### config.mk
export PLATFORM = sky130hd
export DESIGN_NAME = biriscv_icache_arb
export DESIGN_NICKNAME = d
export VERILOG_FILES = /design/src/rtl/biriscv_defs.sv /design/src/rtl/biriscv_icache_arb_fifo.sv /design/src/rtl/biriscv_icache_arb.sv
export SDC_FILE = /design/constraint.sdc
export NUM_CORES = 1
export LEC_CHECK = 0
export CAP_MARGIN = 15
export CORE_AREA = 2 2 120 122
export CTS_BUF_LIST = sky130_fd_sc_hd__clkbuf_16
export CTS_CLUSTER_DIAMETER = 50
export CTS_CLUSTER_SIZE = 30
export DETAILED_ROUTE_END_ITERATION = 8
export DIE_AREA = 0 0 122 124
export GPL_ROUTABILITY_DRIVEN = 0
export PLACE_DENSITY_LB_ADDON = 0.12
export SLEW_MARGIN = 20
export SYNTH_ARGS = -nofsm -noshare
export SYNTH_HDL_FRONTEND = slang
export SYNTH_SLANG_ARGS = --single-unit
### constraint.sdc
create_clock -name clk_i -period 4.18 [get_ports clk_i]
set_input_delay 0.836 -clock clk_i [delete_from_list [all_inputs] [get_ports clk_i]]
set_output_delay 0.836 -clock clk_i [all_outputs]
set_load 0.01 [all_outputs]
### src/rtl/biriscv_defs.sv
// Shared definitions for the icache arbiter: owner tag encodings and the tag layout
// held in the in-order tracking FIFO.
package biriscv_defs;

    localparam logic ARB_OWNER_FETCH = 1'b0;
    localparam logic ARB_OWNER_PF    = 1'b1;

    localparam int ARB_TAG_W = 2;

    typedef struct packed {
        logic discard;
        logic owner;
    } arb_tag_t;

endpackage

### src/rtl/biriscv_icache_arb_fifo.sv
// In-order tag FIFO for outstanding icache reads. The top bit of each entry is a
// discard flag that can be set in place on any slot; bit 0 is the owner.
module biriscv_icache_arb_fifo #(
    parameter int DEPTH   = 4,
    parameter int DEPTH_W = 2,
    parameter int WIDTH   = 2
) (
    input  logic               clk_i,
    input  logic               rst_i,
    input  logic               push_i,
    input  logic [WIDTH-1:0]   push_data_i,
    input  logic               pop_i,
    input  logic [DEPTH-1:0]   discard_set_i,
    output logic [WIDTH-1:0]   head_o,
    output logic [DEPTH-1:0]   owner_o,
    output logic [DEPTH_W:0]   count_o
);

    localparam logic [DEPTH_W:0] FULL_CNT = (DEPTH_W + 1)'(DEPTH);

    logic [DEPTH_W-1:0]            wr_ptr_reg;
    logic [DEPTH_W-1:0]            rd_ptr_reg;
    logic [DEPTH_W:0]              count_reg;
    logic [DEPTH-1:0][WIDTH-1:0]   entries;
    logic                          push_ok;
    logic                          pop_ok;

    assign push_ok = push_i && (count_reg != FULL_CNT);
    assign pop_ok  = pop_i && (count_reg != '0);

    // Entries live in flops: the discard flag is updated on many slots at once.
    generate
        for (genvar gi = 0; gi < DEPTH; gi++) begin : g_entry
            logic [WIDTH-1:0] entry_reg;

            always_ff @(posedge clk_i) begin
                if (rst_i) begin
                    entry_reg <= '0;
                end else if (push_ok && (wr_ptr_reg == DEPTH_W'(gi))) begin
                    entry_reg <= push_data_i;
                end else if (discard_set_i[gi]) begin
                    entry_reg[WIDTH-1] <= 1'b1;
                end
            end

            assign entries[gi] = entry_reg;
            assign owner_o[gi] = entry_reg[0];
        end
    endgenerate

    always_ff @(posedge clk_i) begin
        if (rst_i) begin
            wr_ptr_reg <= '0;
            rd_ptr_reg <= '0;
            count_reg  <= '0;
        end else begin
            if (push_ok) begin
                wr_ptr_reg <= wr_ptr_reg + 1'b1;
            end
            if (pop_ok) begin
                rd_ptr_reg <= rd_ptr_reg + 1'b1;
            end
            if (push_ok && !pop_ok) begin
                count_reg <= count_reg + 1'b1;
            end else if (pop_ok && !push_ok) begin
                count_reg <= count_reg - 1'b1;
            end
        end
    end

    assign head_o  = entries[rd_ptr_reg];
    assign count_o = count_reg;

endmodule

### src/rtl/biriscv_icache_arb.sv
// Two-requester icache read arbiter (fetch / prefetch) with in-order response routing.
// Define ICACHE_ARB_RR_EN for round-robin arbitration; default is fixed priority (fetch first).
module biriscv_icache_arb
    import biriscv_defs::*;
#(
    parameter int DEPTH   = 4,
    parameter int DEPTH_W = 2
) (
    input  logic        clk_i,
    input  logic        rst_i,

    input  logic        req0_rd_i,
    input  logic [31:0] req0_pc_i,
    input  logic [1:0]  req0_priv_i,
    input  logic        req0_abort_i,
    output logic        req0_accept_o,
    output logic        req0_valid_o,
    output logic [63:0] req0_inst_o,
    output logic        req0_error_o,
    output logic        req0_page_fault_o,

    input  logic        req1_rd_i,
    input  logic [31:0] req1_pc_i,
    input  logic [1:0]  req1_priv_i,
    output logic        req1_accept_o,
    output logic        req1_valid_o,
    output logic [63:0] req1_inst_o,
    output logic        req1_error_o,
    output logic        req1_page_fault_o,

    output logic        icache_rd_o,
    output logic [31:0] icache_pc_o,
    output logic [1:0]  icache_priv_o,
    input  logic        icache_accept_i,
    input  logic        icache_valid_i,
    input  logic [63:0] icache_inst_i,
    input  logic        icache_error_i,
    input  logic        icache_page_fault_i,

    output logic        busy_o
);

    localparam logic [DEPTH_W:0] FULL_CNT = (DEPTH_W + 1)'(DEPTH);

    logic        lock_reg;
    logic        grant_reg;
    logic [31:0] pc_reg;
    logic [1:0]  priv_reg;
    logic        rr_reg;

    logic        grant;
    logic        req_rd;
    logic [31:0] issue_pc;
    logic [1:0]  issue_priv;
    logic        accept_fire;

    logic [DEPTH_W:0]   count;
    logic [DEPTH-1:0]   owners;
    logic [DEPTH-1:0]   discard_set;
    logic [ARB_TAG_W-1:0] head;
    arb_tag_t           head_tag;
    arb_tag_t           push_tag;
    logic               pop;
    logic               deliver;

    // A locked grant sticks until the icache takes the request.
    always_comb begin
        grant = ARB_OWNER_FETCH;
        if (lock_reg) begin
            grant = grant_reg;
        end
`ifdef ICACHE_ARB_RR_EN
        else if (req0_rd_i && req1_rd_i) begin
            grant = rr_reg;
        end
`endif
        else if (!req0_rd_i && req1_rd_i) begin
            grant = ARB_OWNER_PF;
        end
    end

    always_comb begin
        req_rd     = 1'b0;
        issue_pc   = '0;
        issue_priv = '0;
        if (lock_reg) begin
            req_rd     = 1'b1;
            issue_pc   = pc_reg;
            issue_priv = priv_reg;
        end else if (grant == ARB_OWNER_PF) begin
            req_rd     = req1_rd_i;
            issue_pc   = req1_pc_i;
            issue_priv = req1_priv_i;
        end else begin
            req_rd     = req0_rd_i;
            issue_pc   = req0_pc_i;
            issue_priv = req0_priv_i;
        end
    end

    assign icache_rd_o   = !rst_i && req_rd && (count != FULL_CNT)
                           && !((grant == ARB_OWNER_FETCH) && req0_abort_i);
    assign icache_pc_o   = icache_rd_o ? issue_pc : 32'd0;
    assign icache_priv_o = icache_rd_o ? issue_priv : 2'd0;

    assign accept_fire   = icache_rd_o && icache_accept_i;
    assign req0_accept_o = accept_fire && (grant == ARB_OWNER_FETCH);
    assign req1_accept_o = accept_fire && (grant == ARB_OWNER_PF);

    // rr_reg holds the requester preferred on the next tie.
    always_ff @(posedge clk_i) begin
        if (rst_i) begin
            lock_reg  <= 1'b0;
            grant_reg <= ARB_OWNER_FETCH;
            pc_reg    <= '0;
            priv_reg  <= '0;
            rr_reg    <= ARB_OWNER_FETCH;
        end else begin
            lock_reg  <= icache_rd_o && !icache_accept_i;
            grant_reg <= grant;
            pc_reg    <= issue_pc;
            priv_reg  <= issue_priv;
            if (accept_fire) begin
                rr_reg <= ~grant;
            end
        end
    end

    // Abort marks every fetch-owned slot; stale slots are harmless since a push rewrites them.
    generate
        for (genvar gi = 0; gi < DEPTH; gi++) begin : g_discard
            assign discard_set[gi] = req0_abort_i && (owners[gi] == ARB_OWNER_FETCH);
        end
    endgenerate

    assign push_tag.owner   = grant;
    assign push_tag.discard = req0_abort_i && (grant == ARB_OWNER_FETCH);
    assign pop              = !rst_i && icache_valid_i && (count != '0);

    biriscv_icache_arb_fifo #(
        .DEPTH   (DEPTH),
        .DEPTH_W (DEPTH_W),
        .WIDTH   (ARB_TAG_W)
    ) u_fifo (
        .clk_i         (clk_i),
        .rst_i         (rst_i),
        .push_i        (accept_fire),
        .push_data_i   (push_tag),
        .pop_i         (pop),
        .discard_set_i (discard_set),
        .head_o        (head),
        .owner_o       (owners),
        .count_o       (count)
    );

    assign head_tag = head;

    // A fetch response landing in the abort cycle belongs to the squashed stream.
    assign deliver = pop && !head_tag.discard
                     && !((head_tag.owner == ARB_OWNER_FETCH) && req0_abort_i);

    assign req0_valid_o      = deliver && (head_tag.owner == ARB_OWNER_FETCH);
    assign req1_valid_o      = deliver && (head_tag.owner == ARB_OWNER_PF);
    assign req0_inst_o       = req0_valid_o ? icache_inst_i : 64'd0;
    assign req1_inst_o       = req1_valid_o ? icache_inst_i : 64'd0;
    assign req0_error_o      = req0_valid_o && icache_error_i;
    assign req1_error_o      = req1_valid_o && icache_error_i;
    assign req0_page_fault_o = req0_valid_o && icache_page_fault_i;
    assign req1_page_fault_o = req1_valid_o && icache_page_fault_i;

    assign busy_o = (count != '0);

endmodule

==> results of run 1 <==
-- layer usage --
metal	global-route usage	vias to the layer above	share of wire
met5	0	-	0
met4	0.0632	0	0.020
met3	0.0508	14	0.082
met2	0.337	184	0.51
met1	0.217	1822	0.39
li1	-	1969	-
-- worst min-delay path, stage by stage (launching register included) --
cell	delay, ps
dfxtp_1	320
nand2_1	60
mux2i_1	50
-- power breakdown --
group | internal, mW | switching [mW] | leakage (nW)
Sequential | 0.527 | 0.0222 | 0.423
Clock | 0.215 | 0.172 | 0.0618
Combinational | 0.310 | 0.212 | 2.14
-- kinds of logic (layout without fill, tap and decap cells) --
group	count (synthesis)	in the layout	share of synthesized area
buf+inv	44	339	0.0625
compound gates	12	12	0.0218
flops	51	51	0.287
other cells	0	2	0
simple gates	236	236	0.366
fa+ha+maj	6	6	0.0232
xor+xnor	3	3	0.00738
mux	76	76	0.233
-- final cells by class --
type / count / area share
tap: 180 / 0.0322
timing repair buffer: 320 / 0.461
multi-input combinational: 333 / 0.334
antenna: 2 / 0.000716
clock inverter: 1 / 0.00107
clock buffer: 5 / 0.0179
inverter: 13 / 0.00698
sequential: 51 / 0.146
-- path summary, 6_finish.rpt --
check                           cells after the start                                           to
worst max-delay path                                7                              icache_pc_o[19]
worst max register to register                      8               u_fifo.count_o[2]$_SDFFE_PP0P_
worst min register to register                      2  u_fifo.g_entry[3].entry_reg[0]$_SDFFE_PP0P_
worst min-delay path                                2  u_fifo.g_entry[3].entry_reg[0]$_SDFFE_PP0P_
-- synth_stat cells (all sizes together) --
library cell,n
a21oi,6
and2,133
and3,1
and4,4
buf,19
clkbuf,12
clkinv,1
dfxtp,51
fa,1
ha,5
inv,12
mux2,34
mux2i,40
mux4,2
nand2,7
nand3b,1
nand4,2
nor2,73
nor2b,2
nor3,6
nor3b,1
nor4,1
o21ai,3
o311ai,1
o31a,1
o31ai,1
or2,1
or3,3
or3b,1
xor2,3
-- cells in the final DEF, fill, tap and decap left out --
cell type / instances
o31a_1: 1
mux2i_1: 40
inv_1: 12
o311ai_2: 1
o21ai_0: 3
nand3b_1: 1
clkbuf_16: 5
or3_1: 3
clkinvlp_4: 1
fa_1: 1
and4_1: 4
xor2_1: 3
and2_1: 133
mux4_2: 2
nor2b_4: 1
ha_1: 5
nor2b_1: 1
and3_1: 1
mux2_2: 34
clkdlybuf4s50_1: 312
a21oi_1: 6
or3b_2: 1
nand2_1: 7
clkinv_1: 1
nand4_1: 2
nor4_4: 1
dfxtp_1: 50
dfxtp_2: 1
buf_12: 3
o31ai_1: 1
nor2_1: 73
nor3b_4: 1
or2_2: 1
buf_4: 5
nor3_1: 6
diode_2: 2
==> metrics.yaml, run 1 <==
worst_setup_path:
  endpoint_kind: "output port"
  worstPathCellList: "clkdlybuf4s50_1 > inv_1 > o311ai_2 > nand4_1 > buf_4 > nor2_1 > clkdlybuf4s50_1"
  required_ps: 3340
  startpoint_type: "primary input"
  r2r_slack_ps: 1720
  slowest_stage: "clkdlybuf4s50_1"
  worst_path_dominant_cell_family: "buffers and inverters"
  crit_arrival_ps: 3050
  cp-startpoint: "req1_rd_i"
  r2r-start: "lock_reg$_SDFF_PP0_"
  path_common_cell: "clkdlybuf4s50_1"
  crit_type: "in -> out"
  crit_buf_inv: 4
  critPathMaxFanout: 26
  critPathMaxStageDelay_ps: 630
final_layout:
  seq_area_um2: 1020
  post-route-util: 0.509
  multi_input_area_um2: 2330
  fin_cells: 905
  syn_to_final_growth_pct: 96.1
  fill_cells: 1313
  nNetsFinal: 871
  fin_area_um2: 6990
  largest_reg_flops: 32
  drive_gt1_frac: 0.0788
clocking:
  cts_resized: 0
  cts-hold-fix-buffers: 0
  clk_pin_slew_ps: 60
  post_cts_buffers: 0
  cts.htree.levels: 2
  cts_tree: "done"
  cts.sinks: 51
  cts_made_buffers: 5
  clk_latency_ps: 290
  cts_root_buffer: "clkbuf_16"
  clk_path_buf_depth: 2
flow_run:
  max_cap_viol_count: 0
global_route:
  grt_pass1_vias: 3685
  grt_overflow: 0
  grt_max_degree: 68
  antenna_found_initial: 2
  grt.total_usage: 0.188
  grt_pass1_wl_um: 21600
floorplan:
  rows: 43
  die_x_um: 122
  die_h_um: 124
  fp.dieArea_um2: 15100
  initial_core_util: 0.260
  coreArea_um2: 13700
  ios: 313
pwr:
  p_total_mw: 1.46
  power.static_leakage_nw: 2.63
  power_density_nw_per_um2: 209
  ir_worst_vdd_mv: 0.223
drt:
  wl_per_cell_um: 17.1
  drtAntennaViolNets: 0
  drc: 0
  via_per_inst: 4.41
  dr.pass1.iters: 4
  drt_wl_total_um: 15500
  drt_iter0_drc: 170
  vias: 3989
logic_synthesis:
  syn-num-nets: 575
  synth_top_area_frac: 0.287
  yosysUniqueCellTypes: 33
  synth-seq-cells: 51
  syn_area_um2: 3560
  synth_area_leaders: "dfxtp_1 29%, and2_1 23%, mux2i_1 11%, mux2_2 11%, nor2_1 7.7%"
  ys_warn_count: 0
  avgSynthCellArea_um2: 8.32
  yosys.area.top_type: "dfxtp_1"
  ys_seq_area_frac: 0.287
  syn-instance-count: 428
sta:
  post-route-period-util: 0.929
  setup_viol: 0
  layout_min_cycle_time_ps: 3880
  slew_headroom: 0.606
  worst_pin_slew_ps: 591
  fin_tns_setup_ps: 0
  hold-worst-slack_ps: 477
  finalHoldViolations: 0
  finalMaxSlewViolations: 0
  fin_skew_ps: 6.63
  rsz0062_at_grt: "no"
  worst_slack_ps: 298
  fmax_mhz: 258
placement:
  placed_area_um2: 6850
  hpwl_um: 12500
  dp.cells: 897
  place_worst_setup_slack_ps: 296
  place.port_buffers: 312
min_path:
  min_path_type: "reg -> reg"
  min_from: "u_fifo.g_entry[3].entry_reg[0]$_SDFFE_PP0P_"
outcome:
  status: "completed"
No activity file was read; power rests on OpenSTA's default activity.
==> run 2, diff against run 1 <==
CORE_AREA = 3 3 121 123   (was 2 2 120 122)
DIE_AREA = 0 0 124 126   (was 0 0 122 124)
GPL_TIMING_DRIVEN = 0   (was not set)
==> run 2 against run 1 <==
  * Setup slack got worse by 86 ps
  * Design area rose by 1.4%
  * Wire length fell by 8.2%
  * Critical path depth rose by 1
  * Die area rose by 3.3%
  * Final cell count rose by 2.8%
  * Critical endpoint unchanged
  * Largest cell class unchanged
  * Largest power group unchanged
==> metrics.yaml, run 2 (synthesis gave the netlist of run 1 again) <==
final_layout:
  post-route-util: 0.514
  fin_area_um2: 7090
  drive_gt1_frac: 0.0880
  antennaDiodeCount: 0
  final_common_cell: "clkdlybuf4s50_1"
  nNetsFinal: 897
  layout_common_cells: "312 x clkdlybuf4s50_1, 133 x and2_1, 73 x nor2_1"
  fill_cells: 1311
  syn_to_final_growth_pct: 98.9
  largest_reg_flops: 32
floorplan:
  die_x_um: 124
  fp.dieArea_um2: 15600
  die_h_um: 126
  initial_core_util: 0.259
  rows: 43
  coreArea_um2: 13800
  ios: 313
global_route:
  grt_pass1_vias: 3960
  antenna_found_initial: 0
  grt_max_degree: 15
  grt_pass1_wl_um: 20800
  grt_overflow: 0
  grt.total_usage: 0.170
placement:
  hpwl_um: 12200
  placed_area_um2: 6910
  place.port_buffers: 312
clocking:
  cts_tree: "done"
  cts.sinks: 51
  clk_pin_slew_ps: 60
  cts_made_buffers: 5
  cts_root_buffer: "clkbuf_16"
  cts.htree.levels: 2
  cts-hold-fix-buffers: 0
  clk_latency_ps: 290
  clk_path_buf_depth: 2
sta:
  layout_min_cycle_time_ps: 3970
  fin_skew_ps: 3.76
  rsz0062_at_grt: "no"
  worst_pin_slew_ps: 696
  setup_viol: 0
  fmax_mhz: 252
  hold-worst-slack_ps: 483
  post-route-period-util: 0.949
  finalHoldViolations: 0
  slew_headroom: 0.536
  finalMaxSlewViolations: 0
flow_run:
  max_cap_viol_count: 0
outcome:
  status: "completed"
pwr:
  power_density_nw_per_um2: 205
  ir_worst_vdd_mv: 0.177
  power.static_leakage_nw: 2.70
worst_setup_path:
  required_ps: 3340
  startpoint_type: "primary input"
  critPathMaxFanout: 10
  cp-startpoint: "req0_rd_i"
  r2r-start: "lock_reg$_SDFF_PP0_"
  endpoint_kind: "output port"
  crit_arrival_ps: 3130
  crit_type: "in -> out"
drt:
  drt_wl_total_um: 14200
  vias: 4014
  drtAntennaViolNets: 0
  drt_iter0_drc: 117
  drc: 0
  via_per_inst: 4.32
  wl_met1_um: 4850
  wl_met2_um: 7410
  wl_per_cell_um: 15.3
  met3WireLength_um: 1540
  highest_layer: "met4"
  dr.pass1.iters: 4
min_path:
  min_from: "u_fifo.g_entry[1].entry_reg[0]$_SDFFE_PP0P_"
  min_path_type: "reg -> reg"
run 2: layout make-up:
type,instances,area [µm²],area share
timing repair buffer,315,3150,0.444
multi-input combinational,333,2330,0.330
sequential,51,1020,0.144
tap,180,225,0.0318
buffer,31,176,0.0249
clock buffer,5,125,0.0177
inverter,13,48.8,0.00689
clock inverter,2,8.76,0.00124
run 2: worst paths after layout:
kind	slack, ps	endpoint	cells past startpoint
worst min-delay path	480	u_fifo.g_entry[1].entry_reg[0]$_SDFFE_PP0P_	2
worst min register to register	480	u_fifo.g_entry[1].entry_reg[0]$_SDFFE_PP0P_	2
worst max register to register	1610	u_fifo.count_o[2]$_SDFFE_PP0P_	10
worst max-delay path	210	icache_pc_o[19]	8
run 2: power breakdown:
part,switching [mW],total [mW],internal (mW),leakage (nW)
Combinational,0.208,0.524,0.316,2.21
Clock,0.166,0.381,0.215,0.0671
Sequential,0.0220,0.549,0.527,0.422
Total,0.396,1.45,1.06,2.70
run 2: through the flow:
step                power (mW)  std cells  setup WS [ps]  TNS [ps]
finish                    1.45        930            211         0
global route              1.54        930           5.14         0
CTS                       1.47        928           18.2         0
detailed placement        1.08        920          -52.3     -1080
global placement          1.07        920          -42.6      -824
floorplan                0.785        428           1340         0
run 2: repair_timing:
action                                 CTS  global route
pin swaps                                2             2
setup endpoints to repair               42           111
setup buffers                            1             2
gates resized for setup                  1             5
endpoints found under the hold margin    0             0
run 2: critical path, cell delays in order:
cell and delay, ps:
clkdlybuf4s50_1 510, nor2b_1 150, clkbuf_2 210, buf_2 280
mux2_2 370, mux2i_1 200, nor2_1 60, clkdlybuf4s50_1 520
run 2: metal layers:
layer | vias up | GRT usage
li1 | 2021 | -
met1 | 1783 | 0.166
met2 | 188 | 0.326
met3 | 22 | 0.0548
met4 | 0 | 0.0651
met5 | - | 0
==> run 3, diff against run 2 <==
CTS_CLUSTER_SIZE = not set   (was 30)
==> results of run 3 <==
Final layout, timing and power as in run 2 (identical DEF).
